$ cat src/rtl/ram_bist_pkg.sv
// ram_bist_pkg: shared FSM states, pattern modes and pattern generator for the RAM exerciser
package ram_bist_pkg;
  typedef enum logic [2:0] {IDLE, WRITE, READ, DRAIN, DONE} state_t;
  localparam logic [1:0] MODE_INC = 2'd0;
  localparam logic [1:0] MODE_INV = 2'd1;
  localparam logic [1:0] MODE_CHK = 2'd2;
  localparam logic [1:0] MODE_ONES = 2'd3;
  localparam int PAT_W = 64;
  function automatic logic [PAT_W-1:0] pattern(input logic [PAT_W-1:0] addr, input logic [1:0] mode);
    return mode == MODE_INC ? addr :
           mode == MODE_INV ? ~addr :
           mode == MODE_CHK ? (addr[0] ? {32{2'b10}} : {32{2'b01}}) : {PAT_W{1'b1}};
  endfunction
endpackage

$ cat src/rtl/ram_sp.sv
// ram_sp: inferred single-port RAM with a registered one-cycle read
module ram_sp #(
  parameter int DATA_W = 8,
  parameter int DEPTH = 32,
  localparam int ADDR_W = $clog2(DEPTH)
) (
  input  logic              clk,
  input  logic              en,
  input  logic              we,
  input  logic [ADDR_W-1:0] addr,
  input  logic [DATA_W-1:0] din,
  output logic [DATA_W-1:0] dout
);
  logic [DATA_W-1:0] mem [DEPTH];
  // write on we, otherwise register the addressed word
  always_ff @(posedge clk) begin
    if (en) begin
      if (we) mem[addr] <= din;
      else dout <= mem[addr];
    end
  end
endmodule

$ cat src/rtl/ram_sp_bist.sv
// ram_sp_bist: writes a pattern to every RAM word, reads it back and reports mismatches
module ram_sp_bist import ram_bist_pkg::*; #(
  parameter int DATA_W = 8,
  parameter int DEPTH = 32,
  localparam int ADDR_W = $clog2(DEPTH),
  localparam int CNT_W = ADDR_W + 1
) (
  input  logic              sys_clk,
  input  logic              sys_rst,
  input  logic              start,
  input  logic [1:0]        mode,
  input  logic              inj_en,
  input  logic [ADDR_W-1:0] inj_addr,
  output logic              busy,
  output logic              done,
  output logic              pass,
  output logic [CNT_W-1:0]  err_cnt,
  output logic [ADDR_W-1:0] first_err_addr,
  output logic [DATA_W-1:0] first_err_data
);
  state_t state, state_n;
  logic [ADDR_W-1:0] addr, inj_addr_q, exp_addr;
  logic [1:0] mode_q;
  logic inj_q, cmp_valid, last, mismatch;
  logic [DATA_W-1:0] wdata, rdata, exp_data;
  assign last = addr == ADDR_W'(DEPTH - 1);
  assign busy = state inside {WRITE, READ, DRAIN};
  assign done = state == DONE;
  assign wdata = DATA_W'(pattern(PAT_W'(addr), mode_q)) ^ DATA_W'(inj_q && addr == inj_addr_q);
  assign exp_data = DATA_W'(pattern(PAT_W'(exp_addr), mode_q));
  assign mismatch = cmp_valid && rdata != exp_data;
  ram_sp #(.DATA_W(DATA_W), .DEPTH(DEPTH)) u_ram (
    .clk(sys_clk),
    .en(state == WRITE || state == READ),
    .we(state == WRITE),
    .addr(addr),
    .din(wdata),
    .dout(rdata)
  );
  // state register
  always_ff @(posedge sys_clk or posedge sys_rst) begin
    if (sys_rst) state <= IDLE;
    else state <= state_n;
  end
  // sequencing: write sweep, read sweep, one drain cycle for the last read, then done
  always_comb begin
    state_n = state;
    case (state)
      IDLE:    state_n = start ? WRITE : IDLE;
      WRITE:   state_n = last ? READ : WRITE;
      READ:    state_n = last ? DRAIN : READ;
      DRAIN:   state_n = DONE;
      default: state_n = IDLE;
    endcase
  end
  // address sweep, latched test setup, read-aligned compare and error capture
  always_ff @(posedge sys_clk or posedge sys_rst) begin
    if (sys_rst) begin
      addr <= '0;
      mode_q <= '0;
      inj_q <= 1'b0;
      inj_addr_q <= '0;
      exp_addr <= '0;
      cmp_valid <= 1'b0;
      err_cnt <= '0;
      first_err_addr <= '0;
      first_err_data <= '0;
      pass <= 1'b0;
    end else begin
      addr <= (state == WRITE || state == READ) && !last ? addr + ADDR_W'(1) : '0;
      cmp_valid <= state == READ;
      exp_addr <= addr;
      if (state == IDLE && start) begin
        mode_q <= mode;
        inj_q <= inj_en;
        inj_addr_q <= inj_addr;
        err_cnt <= '0;
        first_err_addr <= '0;
        first_err_data <= '0;
        pass <= 1'b0;
      end
      if (mismatch) begin
        err_cnt <= &err_cnt ? err_cnt : err_cnt + CNT_W'(1);
        if (err_cnt == '0) begin
          first_err_addr <= exp_addr;
          first_err_data <= rdata;
        end
      end
      if (state == DRAIN) pass <= err_cnt == '0 && !mismatch;
    end
  end
endmodule

$ cat config.mk
export PLATFORM = sky130hd
export DESIGN_NAME = ram_sp_bist
export DESIGN_NICKNAME = d
export VERILOG_FILES = /design/src/rtl/ram_bist_pkg.sv /design/src/rtl/ram_sp.sv /design/src/rtl/ram_sp_bist.sv
export SDC_FILE = /design/constraint.sdc
export NUM_CORES = 1
export LEC_CHECK = 0
export ABC_AREA = 1
export CORE_UTILIZATION = 40
export DETAILED_ROUTE_END_ITERATION = 8
export HOLD_SLACK_MARGIN = 0.02
export PLACE_DENSITY_LB_ADDON = 0.12
export REMOVE_ABC_BUFFERS = 1
export SYNTH_ARGS = -nofsm -noshare
export SYNTH_HDL_FRONTEND = slang
export SYNTH_SLANG_ARGS = --single-unit
$ cat constraint.sdc
create_clock -name sys_clk -period 8.6 [get_ports sys_clk]
set_clock_uncertainty 0.05 [all_clocks]
set_input_delay 1.72 -clock sys_clk [delete_from_list [all_inputs] [get_ports sys_clk]]
set_output_delay 1.72 -clock sys_clk [all_outputs]
set_load 0.03 [all_outputs]
### Word level (Yosys, flattened, before mapping)

Memories as Yosys holds them, arrays and structs flattened. A register that Yosys moved wholly into a read port is not among the register bits.
Index checks and enable logic that the tools add are counted.

| word-level totals | value |
|---|---|
| output and inout port bits | 22 |
| bits of input ports | 11 |
| RAM bits | 256 |
| memories kept | 1 |
| logic and storage cells | 72 |
| register bits after elaboration | 42 |

Memory list:

| memory | words | width | read ports | clocked after memory_dff | write ports | line | text |
|---|---|---|---|---|---|---|---|
| u_ram.mem | 32 | 8 | 1 | 1 | 1 | ram_sp.sv:14 | `logic [DATA_W-1:0] mem [DEPTH];` |

| cells by class | value |
|---|---|
| bitwise operators | 4 |
| add/sub/neg operators | 2 |
| mux-type cells | 27 |
| reduce and logical (&&, ||, !) cells | 17 |
| eq/ne operators | 10 |

Operators by type and width:

| kind | number |
|---|---|
| two-way mux 8 bit | 11 |
| two-way mux 5 bit | 4 |
| two-way mux 6 bit | 3 |
| NOT 5 -> 8 bit | 2 |
| one-hot mux 3 bit (4 select lines) | 1 |
| inequality test 8 bit | 1 |
| XOR 8 x 1 -> 8 bit | 1 |
| two-way mux 1 bit | 7 |
| adder 6 x 1 -> 6 bit (second input constant) | 1 |
| equality test 3 x 2 -> 1 bit (second input constant) | 2 |
| logical NOT 6 bit | 1 |
| AND reduction 6 bit | 1 |
| adder 5 x 1 -> 5 bit (second input constant) | 1 |
| equality test 5 bit | 1 |
| equality test 5 bit (second input constant) | 1 |
| logical AND 1 bit | 5 |
| AND reduction 2 bit | 2 |
| nonzero test 2 bit | 2 |
| equality test 3 x 1 -> 1 bit (second input constant) | 1 |
| equality test 3 bit (second input constant) | 1 |
| logical NOT 3 bit | 1 |
| nonzero test 3 bit | 1 |
| equality test 2 x 1 -> 1 bit (second input constant) | 1 |
| equality test 2 bit (second input constant) | 1 |
| other kinds (6) | 7 |

### Longest topological paths before layout

Gate-level depths: netlist of the first run.

| depth | value |
|---|---|
| depth in word-level cells | 9 |
| mapped depth | 13 |
| mapped depth without buffers | 13 |

### By module

Synthesis of the first run repeated with hierarchy kept, for this count alone.

| second synthesis, totals | value |
|---|---|
| cell total of the unflattened synthesis | 1349 |
| area total of the unflattened synthesis | 13284.0 µm² |

Modules (own cells, without submodules):

| module | cells each | area each (µm²) | sequential area each (µm²) | times used |
|---|---|---|---|---|
| ram_sp | 1067 | 11085.6 | 7927.6 | 1 |
| ram_sp_bist | 282 | 2198.4 | 1051.0 | 1 |

### Worst setup path before layout of the first run

No wires, ideal clock.

| timing | value |
|---|---|
| kind | reg2out |
| start point | register state[2] |
| end point | output done |
| arrival time | 1.109 ns |
| buffers on the path | 0 |
| data required time | 6.830 ns |
| stages on the path, launching flop included | 3 |
| path slack | 5.721 ns |
| cells stage by stage | dfrtp_1 inv_1 nor3_1 |

| between the ends | value |
|---|---|
| cells in the longest elaborated chain, start to end | 1 |

Ends and longest elaborated chain:

| item | line | text |
|---|---|---|
| from (decl) | ram_sp_bist.sv:21 | `state_t state, state_n;` |
| from (signal assigned) | ram_sp_bist.sv:43 | `else state <= state_n;` |
| equality test 3 bit | ram_sp_bist.sv:28 | `assign done = state == DONE;` |
| to (decl) | ram_sp_bist.sv:15 | `output logic done,` |

No other way between the ends.

### Final worst setup path of the first run

Same ends and word-level chain as after synthesis.

==> run metrics, run 1 <==
status finished clean; Final Cycle Share 42.4%; synth warn 0; total setup buffers inserted after CTS 0; area delta synth->final 15.0%; vias in the first global route roughly 7000; static leakage between 3 and 4 nW; ys flop type edfxtp_1; maximum clock path buffer count 3; Starting Density between 40% and 50%; FF-to-FF setup slack a little over 5 ns; CTS Buf Count 29; first-pass GRT wire length roughly 41000 um; Post-synth top cells edfxtp_1, nor2_1, nand2_1; H-Tree Level Count 1; chip width 170 um; antenna cells 0; clock latency at the later pin of the worst-skew pair 0.55 ns; Mapped Cells around 960; via count 7200; VDD IR-drop max ~0.00015 V; final wirelength between 20000 and 30000 um; Reg2Reg Capture Point u_ram.mem[10][0]$_DFFE_PP_; crit path DAT roughly 1.9 ns; die area between 0.02 and 0.03 mm^2; Reg2Reg Launch Point addr[0]$_DFF_PP0_; FP Rows 60; number of synthesized flops with an enable pin around 230; Final Critical Period between 3 and 4 ns; CORE AREA approximately 0.027 mm^2; Syn Area/Cell between 10 and 15 um^2; Slew @ Worst Pin 1.11 ns; detailed-route vias per instance around 5.2; GRT overflow 0; initial antenna violation count 0; Final setup viols 0; Initial DRC Count ~520; endpoint type of the worst setup path primary output; Yosys top cell by area edfxtp_1; required time worst endpoint approximately 6.8 ns; # clock sinks about 270; CTS tree built; total power per unit cell area approximately 210 mW/mm^2; area taken by multi-input logic gates 0.00289 mm^2; Fillers approximately 2400; WHS Path Cells 2; mean routed wirelength per cell roughly 19 um; share of the synthesized area in the top cell type between 60% and 70%; setup TNS 0 ns; Global Route Usage Sum about a fifth; final hold vios 0; Ports 33; ANT nets after route 0; residual DRC count 0; most common cell in the synthesized netlist edfxtp_1; GPL Wtd Cong 0.839; Die H around 170 um; I/O Buffers 32; Nets between 1000 and 1500; hold path start inj_addr_q[4]$_DFFE_PP0P_; Hold Buf Count CTS 0; fmax around 0.27 GHz; Detail Placement HPWL around 16000 um; WHS ~0.46 ns; largest cells by area after synthesis edfxtp_1, dfrtp_1, o21ai_0; post-synthesis sequential area ratio between 70% and 80%; asr flop ratio synth between 15 and 20%; post-CTS sizing 0; Final Max Tran Viols 0; Worst-path clk slew roughly 0.060 ns; Rel. slew slack roughly 26%; crit start category flop; CTS root buffer clkbuf_16; mapped cell area around 0.011 mm^2; CP max FO 6; hold crit path type reg2reg; R2R cell count 7; unrepaired setup endpoints after global routing false; Min-Delay Endpoint inj_addr_q[4]$_DFFE_PP0P_; Netlist cell types 32; critical path class reg2out; FF+latch area around 0.008 mm^2; Pre-Repair DR Iteration Count 5; layout cells sized above 1 8.70%; Max Cap Viol 0; pin count of the biggest net entering global routing between 60 and 70; FF+latch count, synth roughly 270
-- state kept, by name (all words and copies together) (netlist names), 2 cells and up --
| name | flops |
|---|---|
| u_ram.dout | 7 |
| u_ram.mem | 224 |
| addr | 5 |
| err_cnt | 6 |
| inj_addr_q | 5 |
| first_err_data | 8 |
| exp_addr | 5 |
| state | 3 |
| mode_q | 2 |
| first_err_addr | 5 |
-- placed cells by master, fill, tap and decap left out, types with 4 or more instances in the layout --
cell type	synthesis	layout
edfxtp_1	231	231
nor2_1	163	163
nand2_1	139	139
o21ai_0	123	120
o22ai_1	58	58
inv_1	41	40
dfrtp_1	42	40
clkdlybuf4s50_1	0	32
nand3_1	29	29
clkbuf_16	0	29
o21ai_2	13	16
buf_4	1	16
nand4_1	12	12
nor3_1	12	12
clkinv_2	0	8
a221oi_1	8	8
clkinv_1	0	8
ha_1	7	7
a21oi_1	5	5
xor2_1	6	5
bufinv_16	0	5
clkbuf_1	34	4
-- metrics by stage --
stage	area [um^2]	instances	utilization [%]	power, mW	worst slack, ns
after floorplan	11000	911	-	1.45	3.66
after global placement	12000	1331	43.9	1.45	4.78
after detailed placement	12000	1331	43.9	1.45	4.79
after CTS	12900	1384	47.4	2.71	4.93
after global routing	12900	1384	47.4	2.76	4.76
final	12900	1384	47.4	2.69	4.96
-- critical path, stage by stage, from the launching register on --
cell             delay (ns)
dfrtp_1                0.43
inv_1                  0.08
nor3_1                 0.13
clkdlybuf4s50_1        0.69
-- per-layer routing --
layer	track usage, %	routed length (um)	up-vias
li1	-	-	3486
met1	27.4	12300	3501
met2	29.9	12100	169
met3	2.22	1290	44
met4	5.44	586	0
met5	0	0	-
-- layout make-up --
class | instances | share of cell area (%)
repair buffers | 48 | 3.41
inverters | 45 | 1.32
clock buffers | 33 | 5.73
flip-flops and latches | 273 | 61.9
multi-input cells | 593 | 22.4
clock inverters | 20 | 1.70
well taps | 372 | 3.60
-- cell families after synthesis --
group | synth area share (%)
and+or+nand+nor | 13.4
DFF | 71.1
AOI/OAI and AO/OA | 10.8
buffers and inverters | 3.31
xor gates and xnor gates | 0.546
adders and majority gates | 0.780
-- report_power, final --
group	switching, mW	total (mW)	internal (mW)
registers	0	1.42	1.42
clock network	0.499	1.26	0.763
logic	0.00467	0.00895	0.00428
total	0.504	2.69	2.18
-- how the worst max path moves through the flow --
stage,depth (start not counted),start,endpoint
finish,3,state[2]$_DFF_PP0_,done
global route,7,addr[0]$_DFF_PP0_,u_ram.mem[10][0]$_DFFE_PP_
CTS,3,state[2]$_DFF_PP0_,done
detailed placement,6,start,err_cnt[4]$_DFFE_PP0P_
global placement,6,start,err_cnt[3]$_DFFE_PP0P_
floorplan,5,addr[0]$_DFF_PP0_,u_ram.mem[0][0]$_DFFE_PP_
No activity file was read; power rests on OpenSTA's default activity.
==> inputs of run 2 (changes only) <==
==> constraint.sdc (replaced) <==
create_clock -name sys_clk -period 2.9 [get_ports sys_clk]
set_clock_uncertainty 0.05 [all_clocks]
set_input_delay 0.58 -clock sys_clk [delete_from_list [all_inputs] [get_ports sys_clk]]
set_output_delay 0.58 -clock sys_clk [all_outputs]
set_load 0.03 [all_outputs]
==> run 2 against run 1 <==
  * Register-to-register slack got worse by 4.7 ns
  * Via count rose by 3.3%
  * First-iteration DRC count rose by 3.5%
  * Sequential share of layout area fell by 1.3 points
  * Critical path type is now reg2reg
  * Largest cell class unchanged
  * Critical path depth rose by 5
  * Largest power group unchanged
  * Setup slack got worse by 4.6 ns
  * Non-clock buffer count rose by 45
==> run metrics, run 2 (synthesis results as in run 1) <==
status finished clean; crit path DAT 2.74 ns (+0.87 ns); endpoint type of the worst setup path flop; Slowest-stage cell, CP a221oi_1; final core utilization 48.5% (+1.1 points); required time worst endpoint 3.11 ns (-3.72 ns); most frequent cells in the layout edfxtp_1, nor2_1, nand2_1; pin count of the biggest net entering global routing 87 (+36%); Detail Placement HPWL 17600 um (+11%); Die H 170 um (unchanged); H-Tree Level Count 1 (unchanged); unrepaired setup endpoints after global routing false; Pre-Repair DR Iteration Count 5 (unchanged); Final Max Tran Viols 0 (unchanged); Rel. slew slack 31.5% (+5.9 points); WHS 0.429 ns (-0.0260 ns); static leakage 3.95 nW (+5.3%); Worst-path clk slew 0.06 ns (about the same); Starting Density 41.2% (unchanged); mean routed wirelength per cell 19.3 um (+1.6%); maximum clock path buffer count 3 (unchanged); residual DRC count 0 (unchanged); slowest stage delay, CP 0.58 ns (-0.11 ns); Final Cell Area 0.0132 mm^2 (+2.2%); total setup buffers inserted after CTS 0 (unchanged); placed cell count 1376 (+3.4%); Final Instance Count excl. Fillers 1430 (+3.3%); total power per unit cell area 576 mW/mm^2 (+180%); CTS tree built; final hold vios 0 (unchanged); layout cells sized above 1 12.3% (+3.6 points); critical path class reg2reg; FF-to-FF setup slack 0.36 ns (-4.75 ns); Placement Cell Area 0.0123 mm^2 (+3.1%); GPL Wtd Cong 0.849 (+1.1%); chip width 170 um (unchanged); # clock sinks 273 (unchanged); area delta synth->final 17.6%; I/O Buffers 32 (unchanged); Ports 33 (unchanged); CP max FO 35 (+29); GRT overflow 0 (unchanged); most used cell, CP nand2_1; CORE AREA 0.0273 mm^2 (unchanged); Slew @ Worst Pin 1.03 ns (-0.0800 ns); die area 0.0288 mm^2 (unchanged); vias in the first global route 7348 (+5.3%); fmax just under 0.4 GHz; detailed-route vias per instance 5.20 (about the same); antenna cells 0 (unchanged); Final Critical Period 2.54 ns; commonest non-fill, non-tap cell in the layout edfxtp_1; crit-path cells clkinv_2, buf_12, o21ai_0, o22ai_1, nand2_1, nand2_1, a221oi_1, nand2_1; Global Route Usage Sum 19.9% (+1.0 points); Final Cycle Share between 80 and 90%; via count 7438 (+3.3%); Hold Buf Count CTS 0 (unchanged); initial antenna violation count 0 (unchanged); Initial DRC Count 535 (+3.5%); first-pass GRT wire length 43400 um (+5.5%); clock latency at the later pin of the worst-skew pair 0.55 ns (about the same); number of flip-flops in the largest register 224 (unchanged); Power Total 7.61 mW (+180%); VDD IR-drop max 0.000511 V (+250%); CTS root buffer clkbuf_16; ANT nets after route 0 (unchanged); crit start category flop; final wirelength 27600 um (+5.0%); post-CTS sizing 0 (unchanged); Biggest register u_ram.mem; Max Cap Viol 0 (unchanged); FP Rows 60 (unchanged); hold crit path type in2async; Final setup viols 0 (unchanged); CTS Buf Count 29 (unchanged); Nets 1053 (+4.5%); Top Registers u_ram.mem x224, first_err_data x8, u_ram.dout x7
## run 2: cell count changes in the layout (fill, tap and decap cells not counted), sizes merged
cell / before / now
clkbuf: 33 / 40
clkinv: 17 / 15
bufinv: 5 / 0
inv: 43 / 44
buf: 16 / 61
## run 2: power by group
| group | switching (mW) | total [mW] | internal (mW) |
|---|---|---|---|
| combinational | 0.0134 | 0.0260 | 0.0126 |
| sequential | 0 | 4.20 | 4.20 |
| clock | 1.47 | 3.39 | 1.92 |
## run 2: metal layers
metal | up-vias | GRT usage, % | share of wire, %
met2 | 158 | 32.0 | 47
met4 | 0 | 5.60 | 2.4
met1 | 3657 | 28.3 | 47
met5 | - | 0 | 0
met3 | 44 | 2.73 | 4.0
li1 | 3579 | - | -
## run 2: final timing paths
path	start	to	cells past startpoint
min	sys_rst	addr[1]$_DFF_PP0_	3
max in group asynchronous	sys_rst	addr[0]$_DFF_PP0_	3
min in group sys_clk	inj_q$_DFFE_PP0P_	inj_q$_DFFE_PP0P_	2
min reg2reg	inj_q$_DFFE_PP0P_	inj_q$_DFFE_PP0P_	2
max	addr[0]$_DFF_PP0_	u_ram.dout[1]$_DFFE_PP_	8
max reg2reg	addr[0]$_DFF_PP0_	u_ram.dout[1]$_DFFE_PP_	8
## run 2: area by class of cell
type	instances	area, um^2
Inverter	45	170
Sequential cell	273	7990
Tap cell	372	465
Multi-Input combinational cell	593	2890
Clock inverter	14	76.3
Fill cell	2504	14000
Clock buffer	40	797
Timing Repair Buffer	93	816
## run 2: critical path: cells and delay by family (launching register included)
kind	cells	cell delay [ns]
compound gates	3	0.88
buf+inv	2	0.51
flops	1	0.48
simple gates	3	0.31
## run 2: through the flow
| stage | TNS, ns | setup WS [ns] |
|---|---|---|
| 6_report | 0 | 0.364 |
| 4_1_cts | 0 | 0.329 |
| 3_5_place_dp | 0 | 0.349 |
| 3_3_place_gp | 0 | 0.366 |
| 2_1_floorplan | -435.89 | -2.04 |
| 5_1_grt | 0 | 0.189 |
==> inputs of run 3 (changes only) <==
--- a/config.mk
+++ b/config.mk
@@ -10,7 +10,6 @@
 export DETAILED_ROUTE_END_ITERATION = 8
 export HOLD_SLACK_MARGIN = 0.02
 export PLACE_DENSITY_LB_ADDON = 0.12
-export REMOVE_ABC_BUFFERS = 1
 export SYNTH_ARGS = -nofsm -noshare
 export SYNTH_HDL_FRONTEND = slang
 export SYNTH_SLANG_ARGS = --single-unit
==> run 3 against run 2 <==
  * Utilization rose by 0.68 points
  * Clock-buffer cell count fell by 1
  * Sequential share of layout area fell by 0.84 points
  * Worst hold slack got worse by 0.095 ns
  * First-iteration DRC count rose by 16%
  * Total power rose by 2.3%
  * Clock power rose by 5%
  * Critical endpoint is now done
==> run metrics, run 3 (synthesis results as in run 1) <==
Slowest-stage cell, CP clkdlybuf4s50_1; CTS tree built; GPL Wtd Cong 0.846 (-0.34%); endpoint type of the worst setup path primary output; crit start category flop; layout cells sized above 1 14.2% (+1.9 points); final setup margin 0.347 ns (-0.0169 ns); Final setup viols 0 (unchanged); H-Tree Level Count 1 (unchanged); area delta synth->final 19.2%; crit path DAT 1.92 ns (-0.82 ns); Ports 33 (unchanged); CORE AREA 0.0273 mm^2 (unchanged); hold crit path type in2async; Final Critical Period 2.55 ns (+0.0169 ns); required time worst endpoint 2.27 ns (-0.84 ns); Starting Density 41.2% (unchanged); slowest stage delay, CP 0.70 ns (+0.12 ns); Rel. slew slack 49.6% (+18 points); Max Cap Viol 0 (unchanged); ANT nets after route 0 (unchanged); post-CTS sizing 0 (unchanged); CTS root buffer clkbuf_16; I/O Buffers 32 (unchanged); total setup buffers inserted after CTS 0 (unchanged); Top Registers u_ram.mem x224, first_err_data x8, u_ram.dout x7; Buf/Inv on CP 2 (unchanged); Initial DRC Count 620 (+16%); initial antenna violation count 1 (+1); most frequent cells in the layout edfxtp_1, nor2_1, nand2_1; Slew @ Worst Pin 0.751 ns (-0.276 ns); residual DRC count 0 (unchanged); Detail Placement HPWL 17600 um (+0.18%); final core utilization 49.2% (+0.68 points); final hold vios 0 (unchanged); commonest non-fill, non-tap cell in the layout edfxtp_1; Die H 170 um (unchanged); detailed-route vias per instance 5.20 (about the same); Biggest register u_ram.mem; CTS Buf Count 29 (unchanged); final wirelength 27400 um (-0.72%); # clock sinks 273 (unchanged); number of flip-flops in the largest register 224 (unchanged); Worst-path clk slew 0.07 ns (about the same); pin count of the biggest net entering global routing 83 (-4.6%); first-pass GRT wire length 42100 um (-2.8%); Syn Nets between 900 and 1000; Nets 1071 (+1.7%); chip width 170 um (unchanged); fmax 0.392 GHz (-0.66%); Pre-Repair DR Iteration Count 5 (unchanged); total power per unit cell area 582 mW/mm^2 (+0.91%); FP Rows 60 (unchanged); vias in the first global route 7209 (-1.9%); crit-path cells inv_1, nor3_1, clkdlybuf4s50_1; Final Max Tran Viols 0 (unchanged); Power Total 7.79 mW (+2.3%); clock latency at the later pin of the worst-skew pair 0.54 ns (about the same); Hold Buf Count CTS 0 (unchanged); setup TNS 0 ns (unchanged); antenna cells 0 (unchanged); Global Route Usage Sum 19.4% (-0.53 points); die area 0.0288 mm^2 (unchanged); status finished clean; Largest delay share family, worst path buffers and inverters; maximum clock path buffer count 3 (unchanged); via count 7508 (+0.94%); static leakage 4.07 nW (+3.0%); Setup Slack @ Placement 0.488 ns (+0.140 ns); GRT overflow 0 (unchanged); Final Instance Count excl. Fillers 1444 (+0.98%); mean routed wirelength per cell 19.0 um (-1.7%); VDD IR-drop max 0.000405 V (-21%); CP max FO 6 (-83%); placed cell count 1394 (+1.3%); Final Cycle Share 88.0% (+0.58 points); critical path class reg2out; unrepaired setup endpoints after global routing false
[run 3: changes by cell type in the layout (fill, tap and decap cells not counted)]
cell / delta
clkbuf_16: +3
clkinv_1: -4
bufinv_16: +1
clkbuf_4: +3
clkbuf_8: -3
buf_4: +18
clkinv_4: -3
clkbuf_1: -4
clkinv_2: +1
clkinvlp_4: +2
[run 3: layout make-up]
class                           instances  area (um^2)
Timing Repair Buffer                  111          951
Multi-Input combinational cell        593         2890
Fill cell                            2459        13900
Tap cell                              372          465
Clock buffer                           39          838
Inverter                               45          170
Sequential cell                       273         7990
Clock inverter                         11         85.1
[run 3: worst paths after layout]
kind	startpoint	endpoint	slack (ns)	cells after the start
setup reg to reg	mode_q[0]$_DFFE_PP0P_	first_err_data[7]$_DFF_PP0_	0.48	11
hold / removal	sys_rst	pass$_DFFE_PP0P_	0.33	2
min in group sys_clk	inj_addr_q[4]$_DFFE_PP0P_	inj_addr_q[4]$_DFFE_PP0P_	0.46	2
hold reg to reg	inj_addr_q[4]$_DFFE_PP0P_	inj_addr_q[4]$_DFFE_PP0P_	0.46	2
setup / recovery	state[2]$_DFF_PP0_	done	0.35	3
max in group asynchronous	sys_rst	first_err_addr[3]$_DFF_PP0_	1.84	3
[run 3: stage by stage]
stage | hold WS [ns] | instance area, um^2
5_1_grt | 0.366 | 13400
2_1_floorplan | 0.322 | 11200
3_5_place_dp | 0.440 | 12500
6_report | 0.334 | 13400
3_3_place_gp | 0.437 | 12500
4_1_cts | 0.351 | 13400
[run 3: per-layer routing]
layer  wire length (um)  global-route usage, %  up-vias
met5                 13                      0        -
met4                464                   3.96        2
met3               1070                   2.57       35
met2              13000                   32.3      143
met1              12900                   27.2     3715
li1                   -                      -     3613
[run 3: report_power, final]
part           total [mW]  switching, mW  internal (mW)
sequential           4.20              0           4.20
combinational      0.0273         0.0138         0.0135
clock                3.56           1.46           2.10
